### config.mk
export PLATFORM = sky130hd
export DESIGN_NAME = bram_accumulator
export DESIGN_NICKNAME = d
export VERILOG_FILES = /design/src/rtl/avg_pkg.sv /design/src/rtl/acc_sum.sv /design/src/rtl/bram_accumulator.sv
export SDC_FILE = /design/constraint.sdc
export NUM_CORES = 1
export LEC_CHECK = 0
export CORE_ASPECT_RATIO = 0.9
export CORE_UTILIZATION = 38
export DETAILED_ROUTE_END_ITERATION = 10
export PLACE_DENSITY = 0.76
export SETUP_SLACK_MARGIN = 0.15
export SLEW_MARGIN = 0
export SYNTH_ARGS = -nofsm -noshare
export SYNTH_HDL_FRONTEND = slang
export SYNTH_HIERARCHICAL = 1
export SYNTH_SLANG_ARGS = --single-unit
### constraint.sdc
create_clock -name clk -period 5.9 [get_ports clk]
set_clock_uncertainty 0.1 [all_clocks]
set_input_delay 0.59 -clock clk [delete_from_list [all_inputs] [get_ports clk]]
set_output_delay 0.59 -clock clk [all_outputs]
set_load 0.03 [all_outputs]
### src/rtl/avg_pkg.sv
// Shared sizing defaults and arithmetic helpers for the averaging datapath.
//   BRAM_WIDTH_DEF / DATA_WIDTH_DEF : default address and sample widths
//   acc_width()                     : accumulator word width from address and sample widths
//   sext()                          : sign-extend the low from_w bits of a wide vector
package avg_pkg;

   localparam int unsigned BRAM_WIDTH_DEF = 5;
   localparam int unsigned DATA_WIDTH_DEF = 14;
   localparam int unsigned SEXT_MAX_W     = 64;

   // Headroom for 2**bram_w passes of full-scale samples.
   function automatic int unsigned acc_width(input int unsigned bram_w,
                                             input int unsigned data_w);
      return data_w + bram_w;
   endfunction

   // Replicates bit from_w-1 into all higher bits; callers truncate to their width.
   function automatic logic [SEXT_MAX_W-1:0] sext(input logic [SEXT_MAX_W-1:0] x,
                                                  input int unsigned           from_w);
      logic [SEXT_MAX_W-1:0] r;
      r = x;
      for (int unsigned i = 0; i < SEXT_MAX_W; i++) begin
         if (i >= from_w) r[i] = x[from_w-1];
      end
      return r;
   endfunction

endpackage

### src/rtl/acc_sum.sv
// Read-modify-write adder for the averaging BRAM.
//   init   : first pass, store the sample instead of adding
//   din    : signed sample
//   stored : word read back from the BRAM
//   sum_c  : combinational result, wraps modulo 2**ACC_WIDTH
module acc_sum
   import avg_pkg::*;
#(
   parameter int unsigned DATA_WIDTH = DATA_WIDTH_DEF,
   parameter int unsigned ACC_WIDTH  = acc_width(BRAM_WIDTH_DEF, DATA_WIDTH_DEF)
) (
   input  logic                  init,
   input  logic [DATA_WIDTH-1:0] din,
   input  logic [ACC_WIDTH-1:0]  stored,
   output logic [ACC_WIDTH-1:0]  sum_c
);

   logic [ACC_WIDTH-1:0] din_ext;

   // Two's-complement add of equal widths gives the required modular wrap.
   always_comb begin
      din_ext = ACC_WIDTH'(sext(SEXT_MAX_W'(din), DATA_WIDTH));
      sum_c   = init ? din_ext : stored + din_ext;
   end

endmodule

### src/rtl/bram_accumulator.sv
// Accumulating read-modify-write stage in front of a simple dual-port BRAM.
//   clk, rstn                : clock, asynchronous active-low reset
//   din, address             : sample and its BRAM address (same cycle)
//   wen, init, count         : write enable, first-pass flag, pass counter
//   bram_rdaddr              : read address (combinational copy of address)
//   bram_rddata              : read data, valid one cycle after bram_rdaddr
//   bram_wraddr/wrdata/we    : registered write port
//   pass_done                : one-cycle pulse after a write burst ends
//   n_avg                    : pass counter of the last sample of the finished burst
module bram_accumulator
   import avg_pkg::*;
#(
   parameter int unsigned BRAM_WIDTH = BRAM_WIDTH_DEF,
   parameter int unsigned DATA_WIDTH = DATA_WIDTH_DEF,
   parameter int unsigned ACC_WIDTH  = acc_width(BRAM_WIDTH, DATA_WIDTH)
) (
   input  logic                  clk,
   input  logic                  rstn,
   input  logic [DATA_WIDTH-1:0] din,
   input  logic [BRAM_WIDTH-1:0] address,
   input  logic                  wen,
   input  logic                  init,
   input  logic [BRAM_WIDTH-1:0] count,
   output logic [BRAM_WIDTH-1:0] bram_rdaddr,
   input  logic [ACC_WIDTH-1:0]  bram_rddata,
   output logic [BRAM_WIDTH-1:0] bram_wraddr,
   output logic [ACC_WIDTH-1:0]  bram_wrdata,
   output logic                  bram_we,
   output logic                  pass_done,
   output logic [BRAM_WIDTH-1:0] n_avg
);

   logic [DATA_WIDTH-1:0] s1_din;
   logic [BRAM_WIDTH-1:0] s1_address;
   logic                  s1_wen;
   logic                  s1_init;
   logic [BRAM_WIDTH-1:0] s1_count;
   logic [BRAM_WIDTH-1:0] s2_count;
   logic                  we_d;
   logic [ACC_WIDTH-1:0]  sum_c;

   // Read is issued in the sample cycle so the data lines up with stage 1.
   assign bram_rdaddr = address;

   // Stage 1: align the sample with the BRAM read latency.
   always_ff @(posedge clk or negedge rstn) begin
      if (!rstn) begin
         s1_din     <= '0;
         s1_address <= '0;
         s1_wen     <= 1'b0;
         s1_init    <= 1'b0;
         s1_count   <= '0;
      end else begin
         s1_din     <= din;
         s1_address <= address;
         s1_wen     <= wen;
         s1_init    <= init;
         s1_count   <= count;
      end
   end

   acc_sum #(
      .DATA_WIDTH (DATA_WIDTH),
      .ACC_WIDTH  (ACC_WIDTH)
   ) u_acc_sum (
      .init   (s1_init),
      .din    (s1_din),
      .stored (bram_rddata),
      .sum_c  (sum_c)
   );

   // Stage 2: write port registers; s2_count holds the count of the last written sample.
   always_ff @(posedge clk or negedge rstn) begin
      if (!rstn) begin
         bram_wraddr <= '0;
         bram_wrdata <= '0;
         bram_we     <= 1'b0;
         s2_count    <= '0;
      end else begin
         bram_wraddr <= s1_address;
         bram_wrdata <= sum_c;
         bram_we     <= s1_wen;
         if (s1_wen) s2_count <= s1_count;
      end
   end

   // Burst end: pulse one cycle after bram_we falls, latching the pass count.
   always_ff @(posedge clk or negedge rstn) begin
      if (!rstn) begin
         we_d      <= 1'b0;
         pass_done <= 1'b0;
         n_avg     <= '0;
      end else begin
         we_d      <= bram_we;
         pass_done <= we_d & ~bram_we;
         if (we_d & ~bram_we) n_avg <= s2_count;
      end
   end

endmodule

==> out/metrics.csv, run 1 <==
metric;value;unit
diodes;0;
ys_ff_latch;63;
dieWidth;93.6;um
numClockSinks;63;
viasPerCell;5.01;
worst_pin_slew;1.08;ns
grt_max_degree;64;
fmax;0.368;GHz
multi_input_area;0.00119;mm^2
gr-total-overflow;0;
via_count;2096;
slowest_stage;clkdlybuf4s50_1;
yosysTopAreaCell;dfrtp_1;
regArea;0.00158;mm^2
max_stage_delay;0.46;ns
antenna_found_initial;0;
swShare;0.270;
peakVddDrop;0.000169;V
clockBufferDepth;2;
initial_core_util;0.400;
core_area;0.00718;mm^2
firstDrtPassIters;4;
synth_top_flop_cell;dfrtp_1;
max_slew_margin;0.280;
cp_top_family;compound AO/OA/AOI/OAI gates;
crit_buf_inv;2;
cap_violations;0;
min_period_over_period;0.461;
clock-root-buffer;clkbuf_8;
comb_power_share;0.231;
worstSetupPathType;primary input to register;
p_sw;0.000332;W
ant_nets;0;
final_area;0.00397;mm^2
synth_edf_count;0;
leakage;1.73;nW
intPower;0.000897;W
worstPathArrival;2.86;ns
drive_gt1_frac;0.114;
dp.final_hpwl;4210;um
crit_path_end_kind;register;
synth.yosys.seq_area_share;0.549;
drc;0;
slew_violations;0;
postSynthAreaPerCell;12.0;um^2
power.density;309;mW/mm^2
die-area;0.00791;mm^2
status;complete, no violations;
dpl_cell_area;0.00373;mm^2
hold_buffers;0;
synth_top_area_share;0.549;
fin_crit;2.72;ns
grt_pass1_vias;2156;
path_cells;clkdlybuf4s50_1, ha_1, inv_1, fa_1, nor2b_1, o2111ai_1, nand3_1, a22o_1, a41oi_1, xor2_1, o21ai_0;
syn_to_final_growth;38.3;%
wl;5960;um
hp-class;register to register;
cts_resized;0;
hold_violations;0;
grt_pass1_wl;9700;um
syn_nets;306;
fillerInstances;628;
gp_congestion;0.803;
synth_area;0.00287;mm^2
syn_inst;240;
setup_viol;0;
pwr-share-seq;0.401;
required;6.04;ns
clkLatencyLatePin;0.34;ns
yosys.cell_types.count;45;
fp.dieH;84.5;um
post-cts-setup-buffers;0;
rows;29;
synthTopCellsByArea;dfrtp_1, ha_1, o21ai_0, nand2_1, a21oi_1;
clock_power_share;0.368;
synthArstFlopShare;1.00;
cts_buffers;9;
clk_pin_slew_worst_paths;0.07;ns
finalSetupTns;0;ns
ys_warn_count;6;
nets;387;
htree_num_levels;3;
drt_iter0_markers;64;
cp_max_fo;4;
track_usage;0.163;
start_kind;primary input;
wl_per_cell;14.3;um
port_buffers;82;
rsz0062_at_grt;false;
ios;83;
r2r_slack;3.48;ns
cts_tree;built;
## routing by layer
layer,vias up,global-route usage,share of wire
met5,-,0,0
met4,0,0.0713,0.016
met3,9,0.0525,0.052
met2,76,0.272,0.50
met1,1006,0.191,0.43
li1,1005,-,-
## synthesized netlist by cell type, types with 3 or more instances
master,count
a21o_1,8
a21oi_1,15
buf_4,5
clkbuf_1,6
dfrtp_1,63
ha_1,18
inv_1,6
mux2_2,6
mux2_4,5
nand2_1,21
nand2b_1,3
nand3_1,4
nand4_1,3
nor2_1,5
o21a_1,3
o21ai_0,22
o21bai_1,3
o31ai_1,3
xnor2_1,7
xor2_1,5
## sequential cells by signal (all words and copies together) (netlist names), 5 cells and up
| signal | count |
|---|---|
| bram_wrdata | 19 |
| s1_din | 14 |
| bram_wraddr | 5 |
| n_avg | 5 |
| s1_address | 5 |
| s1_count | 5 |
| s2_count | 5 |
## through the flow
step / total power [W] / cells / hold slack (ns) / util / setup WS [ns]
after floorplan: 0.000666 / 240 / 0.194 / - / 3.54
after global placement: 0.000778 / 403 / 0.232 / 0.519 / 2.90
after detailed placement: 0.000784 / 403 / 0.235 / 0.519 / 2.87
after CTS: 0.00124 / 418 / 0.251 / 0.553 / 3.22
after global routing: 0.00128 / 418 / 0.256 / 0.553 / 3.05
final: 0.00123 / 418 / 0.249 / 0.553 / 3.18
## cell families (layout without fill, tap and decap cells)
group                      Yosys count  in the layout  share of synthesized area
and+or+nand+nor                     46             46                     0.0793
AOI/OAI and AO/OA                   69             69                      0.160
xor gates and xnor gates            12             12                     0.0366
muxes                               12             12                     0.0532
DFF                                 63             63                      0.549
buffers and inverters               19            104                     0.0366
adders and majority gates           19             19                     0.0854
## power groups by stage
| stage | registers, W | clock network [W] | logic, W |
|---|---|---|---|
| after floorplan | 0.000549 | 0 | 0.000117 |
| after global placement | 0.000499 | 0 | 0.000278 |
| after detailed placement | 0.000500 | 0 | 0.000284 |
| after CTS | 0.000494 | 0.000465 | 0.000285 |
| after global routing | 0.000497 | 0.000482 | 0.000306 |
| final | 0.000493 | 0.000452 | 0.000284 |
## cells in the final DEF (no fill, tap or decap), types with 6 or more instances in the layout
| master | n |
|---|---|
| dfrtp_1 | 63 |
| a21oi_1 | 15 |
| o21ai_0 | 22 |
| xnor2_1 | 7 |
| a21o_1 | 8 |
| ha_1 | 18 |
| clkdlybuf4s50_1 | 81 |
| clkbuf_8 | 10 |
| mux2_2 | 6 |
| nand2_1 | 21 |
| inv_1 | 6 |
## final timing paths
kind,from,to,cells past startpoint
max,bram_rddata[0],bram_wrdata[12],11
min,s1_address[1],bram_wraddr[1],0
max reg2reg,s1_din[3],bram_wrdata[17],8
min reg2reg,s1_address[1],bram_wraddr[1],0
max in group asynchronous,rstn,s1_din[10],2
min in group asynchronous,rstn,bram_wraddr[2],2
## cell type report
cell class | count | share of cell area
multi-input cells | 158 | 0.300
repair buffers | 83 | 0.207
flip-flops and latches | 63 | 0.397
clock buffers | 10 | 0.0346
well taps | 93 | 0.0293
clock inverters | 5 | 0.0268
inverters | 6 | 0.00567
Power figures use the tool's default switching activity.
==> run 2, diff against run 1 <==
--- a/config.mk
+++ b/config.mk
@@ -8,7 +8,7 @@
 export CORE_ASPECT_RATIO = 0.9
 export CORE_UTILIZATION = 38
 export DETAILED_ROUTE_END_ITERATION = 10
-export PLACE_DENSITY = 0.76
+export PLACE_DENSITY = 0.79
 export SETUP_SLACK_MARGIN = 0.15
 export SLEW_MARGIN = 0
 export SYNTH_ARGS = -nofsm -noshare
==> constraint.sdc (replaced) <==
create_clock -name clk -period 2.4 [get_ports clk]
set_clock_uncertainty 0.1 [all_clocks]
set_input_delay 0.24 -clock clk [delete_from_list [all_inputs] [get_ports clk]]
set_output_delay 0.24 -clock clk [all_outputs]
set_load 0.03 [all_outputs]
==> out/metrics.csv, run 2 (synthesized netlist as in run 1, its figures left out) <==
metric;value;unit
nets;408;
peakVddDrop;0.000353;V
path_cells;ha_2, inv_2, fa_2, nor2b_4, o2111ai_2, nand3_2, a22o_4, a41oi_2, xor2_1, o21ai_1;
hold_violations;0;
clkLatencyLatePin;0.34;ns
wl;6060;um
slowest_stage;dfrtp_1;
p_sw;0.000868;W
pwr-share-seq;0.384;
worstSetupPathType;register to register;
finalSetupTns;0;ns
crit_path_end_kind;register;
rows;29;
track_usage;0.168;
dp.final_hpwl;4240;um
core_area;0.00718;mm^2
ant_nets;0;
final_area;0.00427;mm^2
cts_buffers;9;
grt_pass1_wl;10100;um
comb_power_share;0.250;
clock-root-buffer;clkbuf_8;
ios;83;
fin_crit;2.25;ns
max_stage_delay;0.39;ns
viasPerCell;4.90;
cap_violations;0;
diodes;0;
numClockSinks;63;
mostFrequentLayoutCells;clkdlybuf4s50_1, dfrtp_1, nand2_1, o21ai_0, buf_4;
clock_power_share;0.365;
start_kind;register;
regMostFlops;bram_wrdata;
dieWidth;93.6;um
dpl_cell_area;0.00385;mm^2
swShare;0.277;
drive_gt1_frac;0.231;
setup_viol;0;
die-area;0.00791;mm^2
fmax;0.444;GHz
hp-class;primary input to register;
cts_tree;built;
max_slew_margin;0.485;
gr-total-overflow;0;
htree_num_levels;3;
cp_max_fo;3;
drc;0;
power.density;735;mW/mm^2
worstPathArrival;2.35;ns
layout_commonest_cell;clkdlybuf4s50_1;
firstDrtPassIters;4;
clk_pin_slew_worst_paths;0.08;ns
gp_congestion;0.824;
grt_max_degree;64;
worst_pin_slew;0.773;ns
wl_per_cell;13.8;um
clockBufferDepth;2;
intPower;0.00227;W
drt_iter0_markers;52;
top_regs;bram_wrdata x19, s1_din x14;
syn_to_final_growth;48.8;%
leakage;1.85;nW
required;2.50;ns
antenna_found_initial;0;
largest_reg_flops;19;
port_buffers;82;
fin_hold_ws;0.232;ns
initial_core_util;0.400;
slew_violations;0;
via_count;2158;
fp.dieH;84.5;um
rsz0062_at_grt;true;
status;complete, no violations;
grt_pass1_vias;2191;
min_period_over_period;0.938;
## run 2: timing repair
item | CTS | global route
cloned | 0 | 0
resized for setup | 8 | 22
hold buffers | 1 | 0
pin swaps | 7 | 12
hold endpoints to repair | 61 | 0
endpoints found under the setup margin | 4 | 9
buffers inserted | 2 | 2
## run 2: layer usage
metal  GRT usage  vias up  wire length (um)
met5           0        -                 0
li1            -     1048                 -
met1       0.203     1050              2710
met2       0.280       53              2940
met4      0.0601        0                87
met3      0.0562        7               326
## run 2: final cells by class
cell class,count,area (um^2)
fillers,592,2910
flip-flops and latches,63,1580
multi-input cells,158,1310
repair buffers,104,991
clock buffers,10,138
well taps,93,116
clock inverters,6,115
inverters,6,22.5
## run 2: critical path: cells and delay by family (launching register included)
| kind | cells | cell delay (ns) |
|---|---|---|
| compound gates | 4 | 0.76 |
| fa+ha+maj | 2 | 0.41 |
| xor+xnor | 1 | 0.17 |
| flops | 1 | 0.39 |
| simple gates | 2 | 0.22 |
| buf+inv | 1 | 0.05 |
## run 2: metrics by stage
| stage | setup WS (ns) | cells | total power (W) | util |
|---|---|---|---|---|
| after floorplan | 0.246 | 240 | 0.00164 | - |
| after global placement | -0.184 | 419 | 0.00195 | 0.536 |
| after detailed placement | -0.212 | 419 | 0.00196 | 0.536 |
| after CTS | 0.148 | 438 | 0.00315 | 0.580 |
| after global routing | 0.0675 | 440 | 0.00330 | 0.595 |
| final | 0.148 | 440 | 0.00314 | 0.595 |
## run 2: path summary, 6_finish.rpt
path | start | to | slack (ns) | cells past startpoint
min | init | s1_init | 0.23 | 1
max in group asynchronous | rstn | s1_din[13] | 1.14 | 3
min in group asynchronous | rstn | s1_address[3] | 0.51 | 3
min reg2reg | s1_address[1] | bram_wraddr[1] | 0.25 | 0
max reg2reg | s1_din[0] | bram_wrdata[12] | 0.15 | 10
max | s1_din[0] | bram_wrdata[12] | 0.15 | 10
## run 2: power by group through the flow
stage,registers (W),logic (W),clock network [W]
global placement,0.00122,0.000722,0
floorplan,0.00135,0.000288,0
finish,0.00121,0.000785,0.00115
CTS,0.00121,0.000755,0.00119
global route,0.00122,0.000842,0.00124
detailed placement,0.00122,0.000735,0
